<file path="src/rtl/seq_mag_cmp_pkg.sv">
// Shared types for the chunk-serial magnitude comparator: FSM states and
// the 3-bit {gt,eq,lt} result encoding with the cascade resolution rule.
package seq_mag_cmp_pkg;

  typedef enum logic [1:0] {IDLE, CMP, DONE} state_t;

  typedef logic [2:0] res_t;  // {gt, eq, lt}

  localparam res_t RES_GT   = 3'b100;
  localparam res_t RES_EQ   = 3'b010;
  localparam res_t RES_LT   = 3'b001;
  localparam res_t RES_NONE = 3'b000;

  // With eq clear, each output is the inverse of the opposite input; this
  // gives the (1,0,1) and (0,0,0) results for the degenerate cascades.
  function automatic res_t cascade_res(input logic gt, input logic eq, input logic lt);
    if (eq) return RES_EQ;
    return {~lt, 1'b0, ~gt};
  endfunction

endpackage

</file>
<file path="src/rtl/chunk_cmp.sv">
// Combinational CHUNK-bit magnitude compare; sgn selects two's-complement.
module chunk_cmp #(
  parameter int CHUNK = 4
) (
  input  logic [CHUNK-1:0] x,
  input  logic [CHUNK-1:0] y,
  input  logic             sgn,
  output logic             gt,
  output logic             eq,
  output logic             lt
);

  logic [CHUNK-1:0] xb, yb;

  // Flipping the sign bit maps two's-complement order onto unsigned order.
  always_comb begin
    xb = x;
    yb = y;
    if (sgn) begin
      xb[CHUNK-1] = ~x[CHUNK-1];
      yb[CHUNK-1] = ~y[CHUNK-1];
    end
  end

  assign gt = (xb > yb);
  assign eq = (xb == yb);
  assign lt = (xb < yb);

endmodule

</file>
<file path="src/rtl/seq_mag_cmp.sv">
// Sequential magnitude comparator: walks operands CHUNK bits per cycle from
// the MSB end, stops at the first differing chunk, else resolves via cascade.
module seq_mag_cmp
  import seq_mag_cmp_pkg::*;
#(
  parameter int WIDTH  = 16,
  parameter int CHUNK  = 4,
  parameter int SIGNED = 0
) (
  input  logic                              clk,
  input  logic                              rst,
  input  logic                              start,
  input  logic [WIDTH-1:0]                  a,
  input  logic [WIDTH-1:0]                  b,
  input  logic                              i_gt,
  input  logic                              i_eq,
  input  logic                              i_lt,
  output logic                              busy,
  output logic                              done,
  output logic                              q_gt,
  output logic                              q_eq,
  output logic                              q_lt,
  output logic [$clog2(WIDTH/CHUNK):0]      n_used
);

  localparam int NCHUNK = WIDTH / CHUNK;
  localparam int IW     = (NCHUNK > 1) ? $clog2(NCHUNK) : 1;
  localparam int NW     = $clog2(NCHUNK) + 1;

  state_t           state, state_nxt;
  logic [IW-1:0]    idx;
  logic [WIDTH-1:0] a_r, b_r;
  logic             c_gt_r, c_eq_r, c_lt_r;

  logic             load, step, publish;
  res_t             res_nxt;
  logic [NW-1:0]    n_nxt;

  logic [CHUNK-1:0] ca, cb;
  logic             top_sgn;
  logic             k_gt, k_eq, k_lt;

  assign ca      = a_r[idx*CHUNK +: CHUNK];
  assign cb      = b_r[idx*CHUNK +: CHUNK];
  // Only the most significant chunk carries the sign.
  assign top_sgn = (SIGNED != 0) && (idx == IW'(NCHUNK - 1));

  chunk_cmp #(.CHUNK(CHUNK)) u_chunk_cmp (
    .x   (ca),
    .y   (cb),
    .sgn (top_sgn),
    .gt  (k_gt),
    .eq  (k_eq),
    .lt  (k_lt)
  );

  always_ff @(posedge clk or posedge rst) begin
    if (rst) state <= IDLE;
    else     state <= state_nxt;
  end

  always_comb begin
    state_nxt = state;
    load      = 1'b0;
    step      = 1'b0;
    publish   = 1'b0;
    res_nxt   = RES_NONE;
    n_nxt     = '0;
    case (state)
      IDLE: begin
        if (start) begin
          load      = 1'b1;
          state_nxt = CMP;
        end
      end
      CMP: begin
        if (!k_eq) begin
          publish   = 1'b1;
          res_nxt   = {k_gt, 1'b0, k_lt};
          n_nxt     = NW'(NCHUNK - int'(idx));
          state_nxt = DONE;
        end else if (idx != '0) begin
          step = 1'b1;
        end else begin
          publish   = 1'b1;
          res_nxt   = cascade_res(c_gt_r, c_eq_r, c_lt_r);
          n_nxt     = NW'(NCHUNK);
          state_nxt = DONE;
        end
      end
      DONE:    state_nxt = IDLE;
      default: state_nxt = IDLE;
    endcase
  end

  always_ff @(posedge clk or posedge rst) begin
    if (rst) begin
      idx    <= '0;
      a_r    <= '0;
      b_r    <= '0;
      c_gt_r <= 1'b0;
      c_eq_r <= 1'b0;
      c_lt_r <= 1'b0;
      q_gt   <= 1'b0;
      q_eq   <= 1'b0;
      q_lt   <= 1'b0;
      n_used <= '0;
    end else begin
      if (load) begin
        a_r    <= a;
        b_r    <= b;
        c_gt_r <= i_gt;
        c_eq_r <= i_eq;
        c_lt_r <= i_lt;
        idx    <= IW'(NCHUNK - 1);
      end else if (step) begin
        idx <= idx - 1'b1;
      end
      if (publish) begin
        {q_gt, q_eq, q_lt} <= res_nxt;
        n_used             <= n_nxt;
      end
    end
  end

  assign busy = (state == CMP);
  assign done = (state == DONE);

endmodule

</file>
<file path="config.mk">
export PLATFORM = sky130hd
export DESIGN_NAME = seq_mag_cmp
export DESIGN_NICKNAME = d
export VERILOG_FILES = /design/src/rtl/seq_mag_cmp_pkg.sv /design/src/rtl/chunk_cmp.sv /design/src/rtl/seq_mag_cmp.sv
export SDC_FILE = /design/constraint.sdc
export NUM_CORES = 1
export LEC_CHECK = 0
export CAP_MARGIN = 25
export CORE_AREA = 2 2 75 77
export CTS_CLUSTER_SIZE = 14
export DETAILED_ROUTE_END_ITERATION = 12
export DIE_AREA = 0 0 77 79
export GPL_TIMING_DRIVEN = 0
export PLACE_DENSITY = 0.69
export SYNTH_ARGS = -nofsm -noshare
export SYNTH_HDL_FRONTEND = slang
export SYNTH_HIERARCHICAL = 1
export SYNTH_SLANG_ARGS = --single-unit
</file>
<file path="constraint.sdc">
create_clock -name clk -period 3.1 [get_ports clk]
set_input_delay 0.62 -clock clk [delete_from_list [all_inputs] [get_ports clk]]
set_output_delay 0.62 -clock clk [all_outputs]
set_load 0.02 [all_outputs]
</file>
=== Word-level counts from Yosys, hierarchy flattened ===
Cells that the tools add are included.

* Output and inout bits: 8
* Word-level logic and storage cells: 54
* Flip-flop bits (word level): 45

* $add $sub $neg: 2
* Reduce and logical (&&, ||, !) cells: 4
* Equality and inequality tests: 5
* Multiplexer cells: 26
* Shift-type cells: 2
* Bitwise logic cells: 2
* $lt $le $gt $ge: 2

{| class="wikitable"
|+ Operators by type and width
! operator !! number
|-
| variable part select 16 x 5 -> 4 bit || 2
|-
| two-way mux 3 bit || 8
|-
| two-way mux 1 bit || 12
|-
| two-way mux 2 bit || 5
|-
| == test 4 bit || 1
|-
| > comparator 4 bit || 1
|-
| < comparator 4 bit || 1
|-
| one-hot mux 2 bit (2 select lines) || 1
|-
| nonzero test 2 bit || 2
|-
| != test 3 bit (second input constant) || 1
|-
| subtractor 3 x 2 -> 3 bit (first input constant) || 1
|-
| == test 2 x 1 -> 1 bit (second input constant) || 1
|-
| == test 2 bit (second input constant) || 1
|-
| zero test 2 bit || 1
|-
| != test 2 bit (second input constant) || 1
|-
| NOT 1 bit || 2
|-
| AND reduction 2 bit || 1
|-
| subtractor 2 x 1 -> 2 bit (second input constant) || 1
|}

=== Longest topological paths before layout ===
* Depth after elaboration: 8
* Mapped depth: 10
* Depth with buffers taken out: 9

=== Modules after synthesis ===
Netlist, hierarchy kept.

{| class="wikitable"
|+ Modules (own cells, without submodules)
! module !! instances !! cells an instance !! area an instance (µm²) !! seq. area each (µm²)
|-
| seq_mag_cmp || 1 || 129 || 2097.0 || 1126.1
|-
| chunk_cmp || 1 || 19 || 155.1 || 0.0
|}

=== Worst setup path after synthesis ===
OpenSTA, ideal clock, no wires.

* Path type: flip-flop to flip-flop
* From: reg idx[0]
* To: reg n_used[2]
* Stages on the path, launching flop included: 10
* Data arrival time: 2.378 ns
* Data required time: 2.973 ns
* Clock period less this slack: 2.506 ns
* Library setup time: 0.127 ns
* Slack: 0.594 ns
* Cells stage by stage: dfrtp_1 > buf_2 > mux4_2 > ha_1 > nand2_1 > nor4b_4 > inv_2 > o21ai_2 > inv_2 > mux2_1

* Longest elaborated chain between the ends: 4
* Elaborated cells on any way between the ends: 11
* Those cells by class: add/sub (1); eq/ne (1); shift (2); mux (6); reduce/logical (1)

{| class="wikitable"
|+ RTL lines
! item !! RTL line !! source
|-
| from (decl) || seq_mag_cmp.sv:31 || <nowiki>logic [IW-1:0] idx;</nowiki>
|-
| from (signal assigned) || seq_mag_cmp.sv:115 || <nowiki>idx <= IW'(NCHUNK - 1);</nowiki>
|-
| from (signal assigned) || seq_mag_cmp.sv:117 || <nowiki>idx <= idx - 1'b1;</nowiki>
|-
| variable part select 16 x 5 -> 4 bit * || seq_mag_cmp.sv:43 || <nowiki>assign ca = a_r[idx*CHUNK +: CHUNK];</nowiki>
|-
| named net ca[1] || seq_mag_cmp.sv:39 || <nowiki>logic [CHUNK-1:0] ca, cb;</nowiki>
|-
| == test 4 bit * || chunk_cmp.sv:26 || <nowiki>assign eq = (xb == yb);</nowiki>
|-
| named net k_eq || seq_mag_cmp.sv:41 || <nowiki>logic k_gt, k_eq, k_lt;</nowiki>
|-
| two-way mux 3 bit or two-way mux 1 bit (tied branches) || seq_mag_cmp.sv:77 || <nowiki>if (!k_eq) begin</nowiki>
|-
| two-way mux 3 bit or two-way mux 1 bit (tied branches) || seq_mag_cmp.sv:69 || <nowiki>case (state)</nowiki>
|-
| to (signal assigned) || seq_mag_cmp.sv:121 || <nowiki>n_used <= n_nxt;</nowiki>
|-
| to (decl) || seq_mag_cmp.sv:23 || <nowiki>output logic [$clog2(WIDTH/CHUNK):0] n_used</nowiki>
|}

Mark *: on every way through the listed nets, which the timed path passes. The rest lies on a longest branch.
A chain may end at the register's enable or synchronous reset.

=== Worst setup path in the final report ===
* From: reg idx[1]
* To: reg n_used[2]

The elaborated chain is that of the path after synthesis.

==> impl_results.md <==
* Status: finished, final reports clean
* Post-cts resize count at 0
* Slew HR at 0.3828
* Share of the synthesized area in the top cell type at 0.5000
* Crit end category: register
* CP max FO at 10
* Area growth syn-to-layout at 28.00%
* H-tree Lvls at 2
* Gr ovfl total at 0
* Maximum vdd ir drop at 375.4 uV
* DIE AREA at 6083 um^2
* Buf+Inv Stages, Crit Path at 3
* Number of port buffers at 45
* Sink Count at 45
* Initial Utilization at 0.4219
* Hold path startpoint: b_r[9]
* Cell area after synthesis at 2252 um^2
* DIE WIDTH at approximately 77 um
* Final-report setup violation count at 0
* Clock transition at path regs at around 0.080 ns
* Vias per cell at around 5
* Vias in the first global route at 1511
* Slew Limit Fails at 0
* Min Hold Slack at roughly 0.49 ns
* Fin cells at 273
* Routability cong. at 0.7593
* Die Height at 79 um
* WHS Endpoint: b_r[9]
* Dpl cells at approximately 270
* Share of cells above drive strength 1 at 0.2836
* Post-route cell area at 2883 um^2
* Register area share after synthesis at 0.5000
* Synth cell types at 33
* Reg2Reg Depth at 9
* Post-route DRC at 0
* Setup TNS at 0 ns
* Syn Inst Count at 148
* Hold Crit Depth at 1
* Launch point of the worst reg-to-reg path: idx[1]
* YS warnings at 6
* Max Cap Viol at 0
* Part of the cycle the worst path needs at 0.9043
* Post-CTS setup buffer count at 0
* WP data arrival at 2.98 ns
* Num CTS Buffers at 5
* Routed WL per cell at ~16 um
* Root buffer cell: clkbuf_8
* Peak Freq at 0.3567 GHz
* Setup Skew at ~0.0042 ns
* Startpoint Class: register
* RR Endpoint: n_used[2]
* Crit-path cells: clkbuf_1 -> mux4_2 -> ha_1 -> nand2_1 -> nor4b_4 -> inv_2 -> o21ai_2 -> inv_2 -> mux2_1
* Post-DP HPWL at 3181 um
* Worst slew pin tran at approximately 0.92 ns
* CP required at 3.28 ns
* Total design power at 2.746 mW
* Clk_lat worst skew at 0.29 ns
* Worst hold path class: reg -> reg
* CP max stage cell: clkbuf_1
* Worst Setup Slack, final at 0.2966 ns
* Cell accounting for the most synthesized area: dfrtp_1
* Top cells by area, synth: dfrtp_1 50%, mux2_4 20%, mux4_2 8.0%, mux2_1 4.0%, ha_1 2.8%
* Nets@finish at 244
* Via count at 1343
* I/O pins at 46
* Row count at 27
* DRT Pass-1 Iters at 4
* Cell family contributing the most delay on the critical path: multiplexers
* Post-layout util at 0.5401
* GRT Total Usage at 0.1595
* CP Class: reg -> reg
* Power Density at 952.5 nW/um^2
* Period minus WS final at 2.803 ns
* Clock buffer depth at 2
* Detailed Route WL at 4331 um
* CP most frequent cell: inv_2
* Crit path largest cell delay at 0.49 ns
* RSZ-0062 raised after global routing: false
* Hold buffer count at CTS at 0
* CTS tree: built
* First-pass GRT wire length at 7452 um
* Endpoints failing hold at 0
* Initial DRC Count at 43
* N_diodes at 0
* DP Area at 2796 um^2
* Initial antenna violation count at 0
* Core Region at 5338 um^2
* Mean area per synthesized cell at 15.22 um^2
* Post-Place Worst Slack at 0.2663 ns
* Static Leak at 1.294 nW
* Seq cells post-synth at 45
* Detail Route Antenna Nets at 0
* Largest net degree at the start of global routing at 46
* Reg-to-reg setup timing slack at 0.30 ns
## worst max path at each step
stage	startpoint	cells past startpoint	slack [ns]	endpoint
after floorplan	idx[0]	9	0.59	n_used[2]
after detailed placement	idx[1]	9	0.27	n_used[2]
after global routing	idx[1]	9	0.04	q_gt
after CTS	idx[0]	9	0.26	n_used[2]
final	idx[1]	9	0.30	n_used[2]
after global placement	idx[1]	9	0.31	q_gt
## cells in the mapped netlist
library cell and count:
dfrtp_1 45, mux2_4 30, inv_1 8, mux2_1 8
mux4_2 8, nand2_1 7, ha_1 5, buf_6 4
inv_2 3, o211ai_1 3, a22o_1 2, nor2_1 2
nor2b_1 2, o2bb2ai_1 2, a2bb2oi_1 1, a31oi_1 1
and2_1 1, and2b_1 1, and2b_2 1, and3_1 1
buf_2 1, clkbuf_1 1, conb_1 1, nand2b_1 1
nand3b_1 1, nand4bb_1 1, nor4b_4 1, o2111ai_1 1
o21ai_0 1, o21ai_2 1, or2b_1 1, or2b_2 1
xnor2_1 1
## cells by family (layout without fill, tap and decap cells)
logic type	after synthesis	after routing	share of synthesized area
compound gates	12	12	0.04223
mux	46	46	0.3200
buf+inv	17	69	0.04222
xor+xnor	1	1	0.003890
other cells	1	2	0.001665
simple gates	21	21	0.06223
fa+ha+maj	5	5	0.02778
flops	45	45	0.5000
## routing by layer
| layer | GRT usage | vias to the layer above | part of all wire | routed length, um |
|---|---|---|---|---|
| li1 | - | 627 | - | - |
| met1 | 0.2017 | 678 | 0.43 | 1869 |
| met2 | 0.2693 | 34 | 0.51 | 2219 |
| met3 | 0.04773 | 4 | 0.048 | 209 |
| met4 | 0.04286 | 0 | 0.0076 | 33 |
| met5 | 0 | - | 0 | 0 |
## power breakdown
group / internal [mW] / switching (mW) / leakage [nW]
clock: 0.177 / 0.187 / 0.0443
combinational: 0.829 / 0.534 / 0.719
sequential: 0.866 / 0.153 / 0.530
total: 1.87 / 0.874 / 1.29
## final cells by class
type / count / area [um^2]
Inverter: 11 / 41.29
Timing Repair Buffer: 45 / 450.4
Multi-Input combinational cell: 87 / 1035
Buffer: 6 / 53.80
Fill cell: 484 / 2455
Tap cell: 72 / 90.09
Clock buffer: 7 / 86.33
Sequential cell: 45 / 1126
## state kept, by name, indices dropped and copies added, names as in the netlist, 2 cells and up
signal / cells
b_r: 16
state: 2
idx: 2
a_r: 16
n_used: 3
## cells in the final DEF, fill, tap and decap left out, drive strengths merged, types with 3 or more instances in the layout
cell type,synthesis,routed
clkbuf,1,8
clkdlybuf4s50,0,45
nand2,7,7
mux2,38,38
dfrtp,45,45
mux4,8,8
ha,5,5
buf,5,5
inv,11,11
o211ai,3,3
Note: power is estimated with default switching activity, not from simulation.
